[src/rtl/muldiv_ctrl.sv]
// HI/LO multiply/divide sequencer: issues ops to an external multiplier and divider and
// writes HI/LO back. Define MULDIV_DIVZERO_FAST_EN to resolve divide-by-zero without the divider.
module muldiv_ctrl #(
    parameter int unsigned MUL_LATENCY = 2
) (
    input  logic        clk,
    input  logic        rst,
    input  logic        valid_i,
    input  logic [3:0]  op_i,
    input  logic [31:0] rs_i,
    input  logic [31:0] rt_i,
    input  logic [31:0] hi_i,
    input  logic [31:0] lo_i,
    input  logic        flush_i,
    output logic        stall_o,
    output logic        mul_start_o,
    output logic        mul_signed_o,
    input  logic [63:0] mul_prod_i,
    output logic        div_start_o,
    output logic        div_signed_o,
    output logic        div_cancel_o,
    input  logic        div_done_i,
    input  logic [31:0] div_quot_i,
    input  logic [31:0] div_rem_i,
    output logic        whilo_we_o,
    output logic [31:0] hi_o,
    output logic [31:0] lo_o
);

    localparam logic [3:0] OpMult  = 4'd1;
    localparam logic [3:0] OpMultu = 4'd2;
    localparam logic [3:0] OpDiv   = 4'd3;
    localparam logic [3:0] OpDivu  = 4'd4;
    localparam logic [3:0] OpMadd  = 4'd5;
    localparam logic [3:0] OpMaddu = 4'd6;
    localparam logic [3:0] OpMsub  = 4'd7;
    localparam logic [3:0] OpMsubu = 4'd8;

    typedef enum logic [1:0] {
        StIdle,
        StMulWait,
        StDivWait,
        StDone
    } state_e;

    state_e      state_q;
    logic [3:0]  cnt_q;
    logic [3:0]  op_q;
    logic [63:0] acc_q;
    logic [63:0] res_q;

    logic op_legal;
    logic op_is_div;
    logic op_signed;
    logic div_fast;
    logic accept;
    logic [63:0] mul_result;

    assign op_legal  = (op_i >= OpMult) && (op_i <= OpMsubu);
    assign op_is_div = (op_i == OpDiv) || (op_i == OpDivu);
    assign op_signed = (op_i == OpMult) || (op_i == OpDiv) ||
                       (op_i == OpMadd) || (op_i == OpMsub);

`ifdef MULDIV_DIVZERO_FAST_EN
    assign div_fast = op_is_div && (rt_i == 32'd0);
`else
    assign div_fast = 1'b0;
`endif

    // Operands go straight to the multiplier/divider; only the divide-by-zero path reads them.
    logic unused_operands;
    assign unused_operands = ^{rs_i, rt_i};

    // Gated by rst so no issue pulse can escape while reset is held.
    assign accept = !rst && valid_i && op_legal && !flush_i && (state_q == StIdle);

    assign mul_start_o  = accept && !op_is_div;
    assign mul_signed_o = mul_start_o && op_signed;
    assign div_start_o  = accept && op_is_div && !div_fast;
    assign div_signed_o = div_start_o && op_signed;
    assign div_cancel_o = (state_q == StDivWait) && flush_i;

    assign stall_o    = accept || (state_q == StMulWait) || (state_q == StDivWait);
    assign whilo_we_o = (state_q == StDone) && !flush_i;
    assign hi_o       = res_q[63:32];
    assign lo_o       = res_q[31:0];

    always_comb begin
        mul_result = mul_prod_i;
        unique case (op_q)
            OpMadd, OpMaddu: mul_result = acc_q + mul_prod_i;
            OpMsub, OpMsubu: mul_result = acc_q - mul_prod_i;
            default:         mul_result = mul_prod_i;
        endcase
    end

    always_ff @(posedge clk or posedge rst) begin
        if (rst) begin
            state_q <= StIdle;
            cnt_q   <= 4'd0;
            op_q    <= 4'd0;
            acc_q   <= 64'd0;
            res_q   <= 64'd0;
        end else begin
            unique case (state_q)
                StIdle: begin
                    if (accept) begin
                        op_q  <= op_i;
                        acc_q <= {hi_i, lo_i};
                        if (div_fast) begin
                            res_q   <= {rs_i, 32'hFFFF_FFFF};
                            state_q <= StDone;
                        end else if (op_is_div) begin
                            state_q <= StDivWait;
                        end else begin
                            cnt_q   <= 4'(MUL_LATENCY);
                            state_q <= StMulWait;
                        end
                    end
                end
                StMulWait: begin
                    if (flush_i) begin
                        cnt_q   <= 4'd0;
                        state_q <= StIdle;
                    end else if (cnt_q == 4'd1) begin
                        res_q   <= mul_result;
                        cnt_q   <= 4'd0;
                        state_q <= StDone;
                    end else begin
                        cnt_q <= cnt_q - 4'd1;
                    end
                end
                StDivWait: begin
                    if (flush_i) begin
                        state_q <= StIdle;
                    end else if (div_done_i) begin
                        res_q   <= {div_rem_i, div_quot_i};
                        state_q <= StDone;
                    end
                end
                StDone: begin
                    state_q <= StIdle;
                end
                default: begin
                    state_q <= StIdle;
                end
            endcase
        end
    end

endmodule

[config.mk]
export PLATFORM = sky130hd
export DESIGN_NAME = muldiv_ctrl
export DESIGN_NICKNAME = d
export VERILOG_FILES = /design/src/rtl/muldiv_ctrl.sv
export SDC_FILE = /design/constraint.sdc
export NUM_CORES = 1
export LEC_CHECK = 0
export BUFFER_PORTS_ARGS = -buffer_cell sky130_fd_sc_hd__buf_2
export CAP_MARGIN = 20
export CORE_MARGIN = 8
export CORE_UTILIZATION = 30
export CTS_BUF_LIST = sky130_fd_sc_hd__clkbuf_4 sky130_fd_sc_hd__clkbuf_8
export DETAILED_ROUTE_END_ITERATION = 6
export GPL_TIMING_DRIVEN = 0
export SYNTH_ARGS = -nofsm -noshare
export SYNTH_HDL_FRONTEND = slang
export SYNTH_SLANG_ARGS = --single-unit
[constraint.sdc]
create_clock -name clk -period 11.2 [get_ports clk]
set_input_delay 0.56 -clock clk [delete_from_list [all_inputs] [get_ports clk]]
set_output_delay 0.56 -clock clk [all_outputs]
set_load 0.005 [all_outputs]
Word-level counts from Yosys, hierarchy flattened
Index checks and enable logic that the tools add are counted.
Widths: inputs -> output; s select.

storage, ports and cells
  flip-flop bits (word level) = 138
  input port bits = 265
  output and inout port bits = 71
  logic and storage cells = 78

operators by class
  add/sub/neg operators = 3
  equality and inequality tests = 21
  mux-type cells = 18
  order comparisons = 2
  reductions and logical operators = 29

operators by type and width
  cell                 count
  $mux 64              4
  $pmux 64 s2          2
  $add 64x64->64       1
  $sub 64x64->64       1
  $eq 4x3->1 const B   6
  $mux 4               4
  $mux 2               6
  $logic_and 1x1->1    11
  $ne 2x2->1 const B   5
  $eq 4x1->1 const B   2
  $pmux 2 s4           1
  $pmux 4 s2           1
  $logic_or 1x1->1     6
  $reduce_and 3->1     2
  $reduce_and 5->1     1
  $eq 2x2->1 const B   2
  $eq 4x2->1 const B   1
  $eq 4x4->1 const B   1
  $ge 4x1->1 const B   1
  $le 4x4->1 const B   1
  $reduce_bool 2->1    2
  $reduce_or 2->1      2
  $sub 4x1->4 const B  1
  $logic_not 1->1      3
  other kinds (6)      6

Longest topological paths before layout
  word-level depth = 7
  depth in mapped cells = 24
  gate-level depth less buffers = 23

Worst setup path after synthesis
OpenSTA, ideal clock, no wires.

  kind = input -> register
  from = input mul_prod_i[1]
  to = register res_q[61]
  arrival = 4.926 ns
  buffers on the path = 1
  cell stages on the path = 24
  data required time = 11.057 ns
  path slack = 6.131 ns
  library setup time = 0.143 ns
  path through = inv_1 -> ha_1 -> nand2b_1 -> or3_1 -> or3_1 -> nor3_4 -> nand2_1 -> nor3_1 -> nand2_1 -> or4_4 -> o21ai_0 -> xor2_1 -> ha_1 -> clkbuf_1 -> a21oi_1 -> o21ai_0 -> a21oi_1 -> o21ai_0 -> a31o_2 -> a31o_2 -> a21o_1 -> a31oi_1 -> xor2_1 -> o221ai_1

on the way
  word-level cells in the longest chain between the ends = 5
  elaborated cells between the ends (all ways) = 6
  classes of those cells = add/sub: 2; mux: 4

RTL lines
  item                                                     line    text
  from (decl)                                              18      input logic [63:0] mul_prod_i,
  $sub 64x64->64 / $add 64x64->64 (equally long branches)  92, 91
  $pmux 64 s2 (*)                                          90      unique case (op_q)
  $mux 64 (*)                                              125     end else if (cnt_q == 4'd1) begin
  $mux 64 (*)                                              122     if (flush_i) begin
  $pmux 64 s2 (*)                                          105     unique case (state_q)
  to (signal assigned)                                     111     res_q <= {rs_i, 32'hFFFF_FFFF};
  to (signal assigned)                                     126     res_q <= mul_result;
  to (signal assigned)                                     137     res_q <= {div_rem_i, div_quot_i};
  to (decl)                                                50      logic [63:0] res_q;

Mark *: on every way between the ends. The rest lies on a longest branch, timed or not. The select of a mux whose other input is x is not followed.
A chain may end at the register's enable or synchronous reset.

Final worst setup path
Ends and elaborated chain as after synthesis.

==> flow_summary.ini <==
[clock_network]
clkTransAtPathRegs_ps = 90
cts_tree = yes
cts-root-buf = clkbuf_8
h-tree-depth = 4
numClockSinks = 138
clockBufferDepth = 2
post_cts_resized = 0
post-cts-setup-buffers = 0
cts_hold_buf = 0
insertion_delay_ps = 510
numCtsBuffers = 17

[final_layout]
fin_util_pct = 37.1
fillers = 4022
final_cell_mix = buf_2, nand2_1, a21oi_1
final_common_cell = buf_2
multi_input_area_um2 = 7560
final_cell_count_no_fill = 2207
final_layout_size_suffix_gt1_share_pct = 23.2
syn_to_final_growth_pct = 22.0
regArea_um2 = 3450
nets = 2016

[yosys]
synth-edff-count = 0
syn_inst = 1392
syn_area_um2 = 11400
synth-seq-cells = 138
avgSynthCellArea_um2 = 8.21
yosysUniqueCellTypes = 69
synth-xor-area-share_pct = 9.34
async_flop_share_pct = 100
synth-compound-area-share_pct = 24.6
yosysWarningCount = 0
synthesis.nets = 1728
synth_simple_gate_area_share_pct = 17.3
seq_area_frac_synth_pct = 30.2
ys.flop_type = dfrtp_1
yosys.area_share.adder_pct = 7.83
synth_mux_area_share_pct = 7.06
synth_top_family_by_area = compound AO/OA/AOI/OAI gates

[pwr]
total_power_mw = 5.08
peakVddDrop_uv = 144
powerDensity_nw_per_um2 = 364
leakagePower_nw = 6.34

[placement]
dp.cells = 2172
hpwl_um = 41300
portBuffers = 268
place_congestion = 0.960

[global_route]
first_global_vias = 12000
grt_overflow = 0
grt_usage_pct = 22.5
grt_first_pass_wirelength_um = 75600
antenna_found_initial = 5
grt_max_degree = 91

[detailed_routing]
vias_per_cell = 5.46
drc_errors = 0
firstDrtPassIters = 5
antenna_left = 0
drt_iter0_markers = 920
dr_total_vias = 12000
avgRoutedWirePerCell_um = 23.2
routed_wl_um = 51200

[hold_path]
holdCritPathClass = primary input to async pin

[timing]
period_minus_slack_ps = 6160
setup_viol = 0
rsz0062_at_grt = false
final_hold_viol_count = 0
clock.fmax_ghz = 0.162
relSlewSlack_pct = 24.3
slew_violations = 0
worst_slew_pin_slew_ps = 1130
fin_hold_ws_ps = 90.7
period_share_pct = 55.0
skew_ps = 25.1
setup_tns_ps = 0

[worst_setup_path]
path_class = primary input to flip-flop
worst_ep_required_time_ps = 11550
crit_fanout = 7
critPathMostFrequentCell = o21ai_0
cp-end-kind = flip-flop
start_kind = primary input
slowest_delay_ps = 640
cp.arrival_ps = 6510
critPathSlowestCell = nor3_1

[die]
io_pins = 336
core-area_um2 = 37600
start_util_pct = 30.4
fp-row-count = 71
fp.dieH_um = 211
die-width_um = 211
die_area_um2 = 44600

[run_status]
status = finished clean

[job]
max-cap-violations = 0
==> power breakdown <==
group | switching [mW] | internal [mW] | total, mW
Sequential | 0.166 | 0.744 | 0.910
Combinational | 2.30 | 1.34 | 3.64
Clock | 0.222 | 0.308 | 0.529
Total | 2.69 | 2.39 | 5.08
==> cell usage after synthesis, drive strengths merged, types with 3 or more instances <==
cell / n / share of area (%)
nand2: 165 / 5.4
a21oi: 151 / 6.6
o21ai: 145 / 6.4
dfrtp: 138 / 30
nor2: 88 / 3.0
clkbuf: 70 / 2.3
ha: 70 / 7.7
mux2: 69 / 6.8
xnor2: 62 / 4.7
xor2: 60 / 4.6
inv: 33 / 1.1
nor3: 25 / 1.3
a21o: 22 / 1.4
o211ai: 22 / 1.4
and3: 21 / 1.1
a211oi: 20 / 1.3
nand3: 19 / 0.83
or3: 18 / 0.98
a31oi: 16 / 0.88
nand4: 16 / 0.88
nand2b: 13 / 0.71
o221ai: 13 / 1.1
o31ai: 13 / 0.90
nor4: 12 / 0.71
o21bai: 12 / 0.79
buf: 8 / 0.30
nor2b: 8 / 0.44
and2: 7 / 0.38
o41ai: 7 / 0.54
or4: 7 / 0.59
o22ai: 5 / 0.27
a211o: 4 / 0.31
a21boi: 4 / 0.26
nor4b: 4 / 0.31
o21a: 4 / 0.26
a311oi: 3 / 0.23
a31o: 3 / 0.23
mux2i: 3 / 0.26
o31a: 3 / 0.23
or2: 3 / 0.16
==> flip-flops by register name, indices dropped and copies added, names as in the netlist <==
register / cells
acc_q: 64
res_q: 64
cnt_q: 4
op_q: 4
state_q: 2
==> per-layer routing <==
| layer | wire length [um] | part of all wire (%) | vias up | GRT usage (%) |
|---|---|---|---|---|
| met3 | 4730 | 9.2 | 79 | 7.00 |
| met4 | 1660 | 3.2 | 8 | 8.18 |
| met1 | 22000 | 43 | 5794 | 28.9 |
| met2 | 22800 | 45 | 496 | 35.3 |
| met5 | 51 | 0.10 | - | 0 |
| li1 | - | - | 5663 | - |
==> logic make-up after synthesis <==
| group | Yosys count |
|---|---|
| XOR/XNOR | 122 |
| AO/OA/AOI/OAI | 465 |
| AND/OR/NAND/NOR | 413 |
| adder cells (fa/ha/maj) | 71 |
| buffers and inverters | 111 |
| flip-flops | 138 |
| multiplexers | 72 |
==> layout make-up <==
cell class              instances  share of cell area (%)
well taps                     511                    4.58
inverters                      33                   0.924
clock inverters                11                    1.54
plain buffers                  78                    2.13
multi-input cells            1143                    54.2
flip-flops and latches        138                    24.7
clock buffers                  21                    2.03
repair buffers                269                    9.81
diodes                          3                  0.0538
==> worst max-delay path: cells and delay by family <==
kind / cells / cell delay, ps
XOR/XNOR: 2 / 420
adder cells (fa/ha/maj): 2 / 420
AND/OR/NAND/NOR: 8 / 2710
buffers and inverters: 3 / 390
AO/OA/AOI/OAI: 10 / 1970
==> per-stage QoR <==
| step | area [um2] | setup slack (ps) |
|---|---|---|
| finish | 14000 | 5040 |
| global route | 13900 | 4830 |
| CTS | 13900 | 5190 |
| detailed placement | 13400 | 4650 |
| global placement | 13400 | 4650 |
| floorplan | 11400 | 6130 |
==> path summary, 6_finish.rpt <==
kind	from	to	slack, ps	cells past startpoint
max	mul_prod_i[1]	res_q[61]	5040	25
min	rst	state_q[0]	90	2
max reg2reg	op_q[2]	res_q[48]	5330	16
min reg2reg	res_q[4]	res_q[4]	470	2
max in group asynchronous	rst	res_q[27]	10260	3
min in group clk	hi_i[2]	acc_q[34]	280	2
Power figures use the tool's default switching activity.
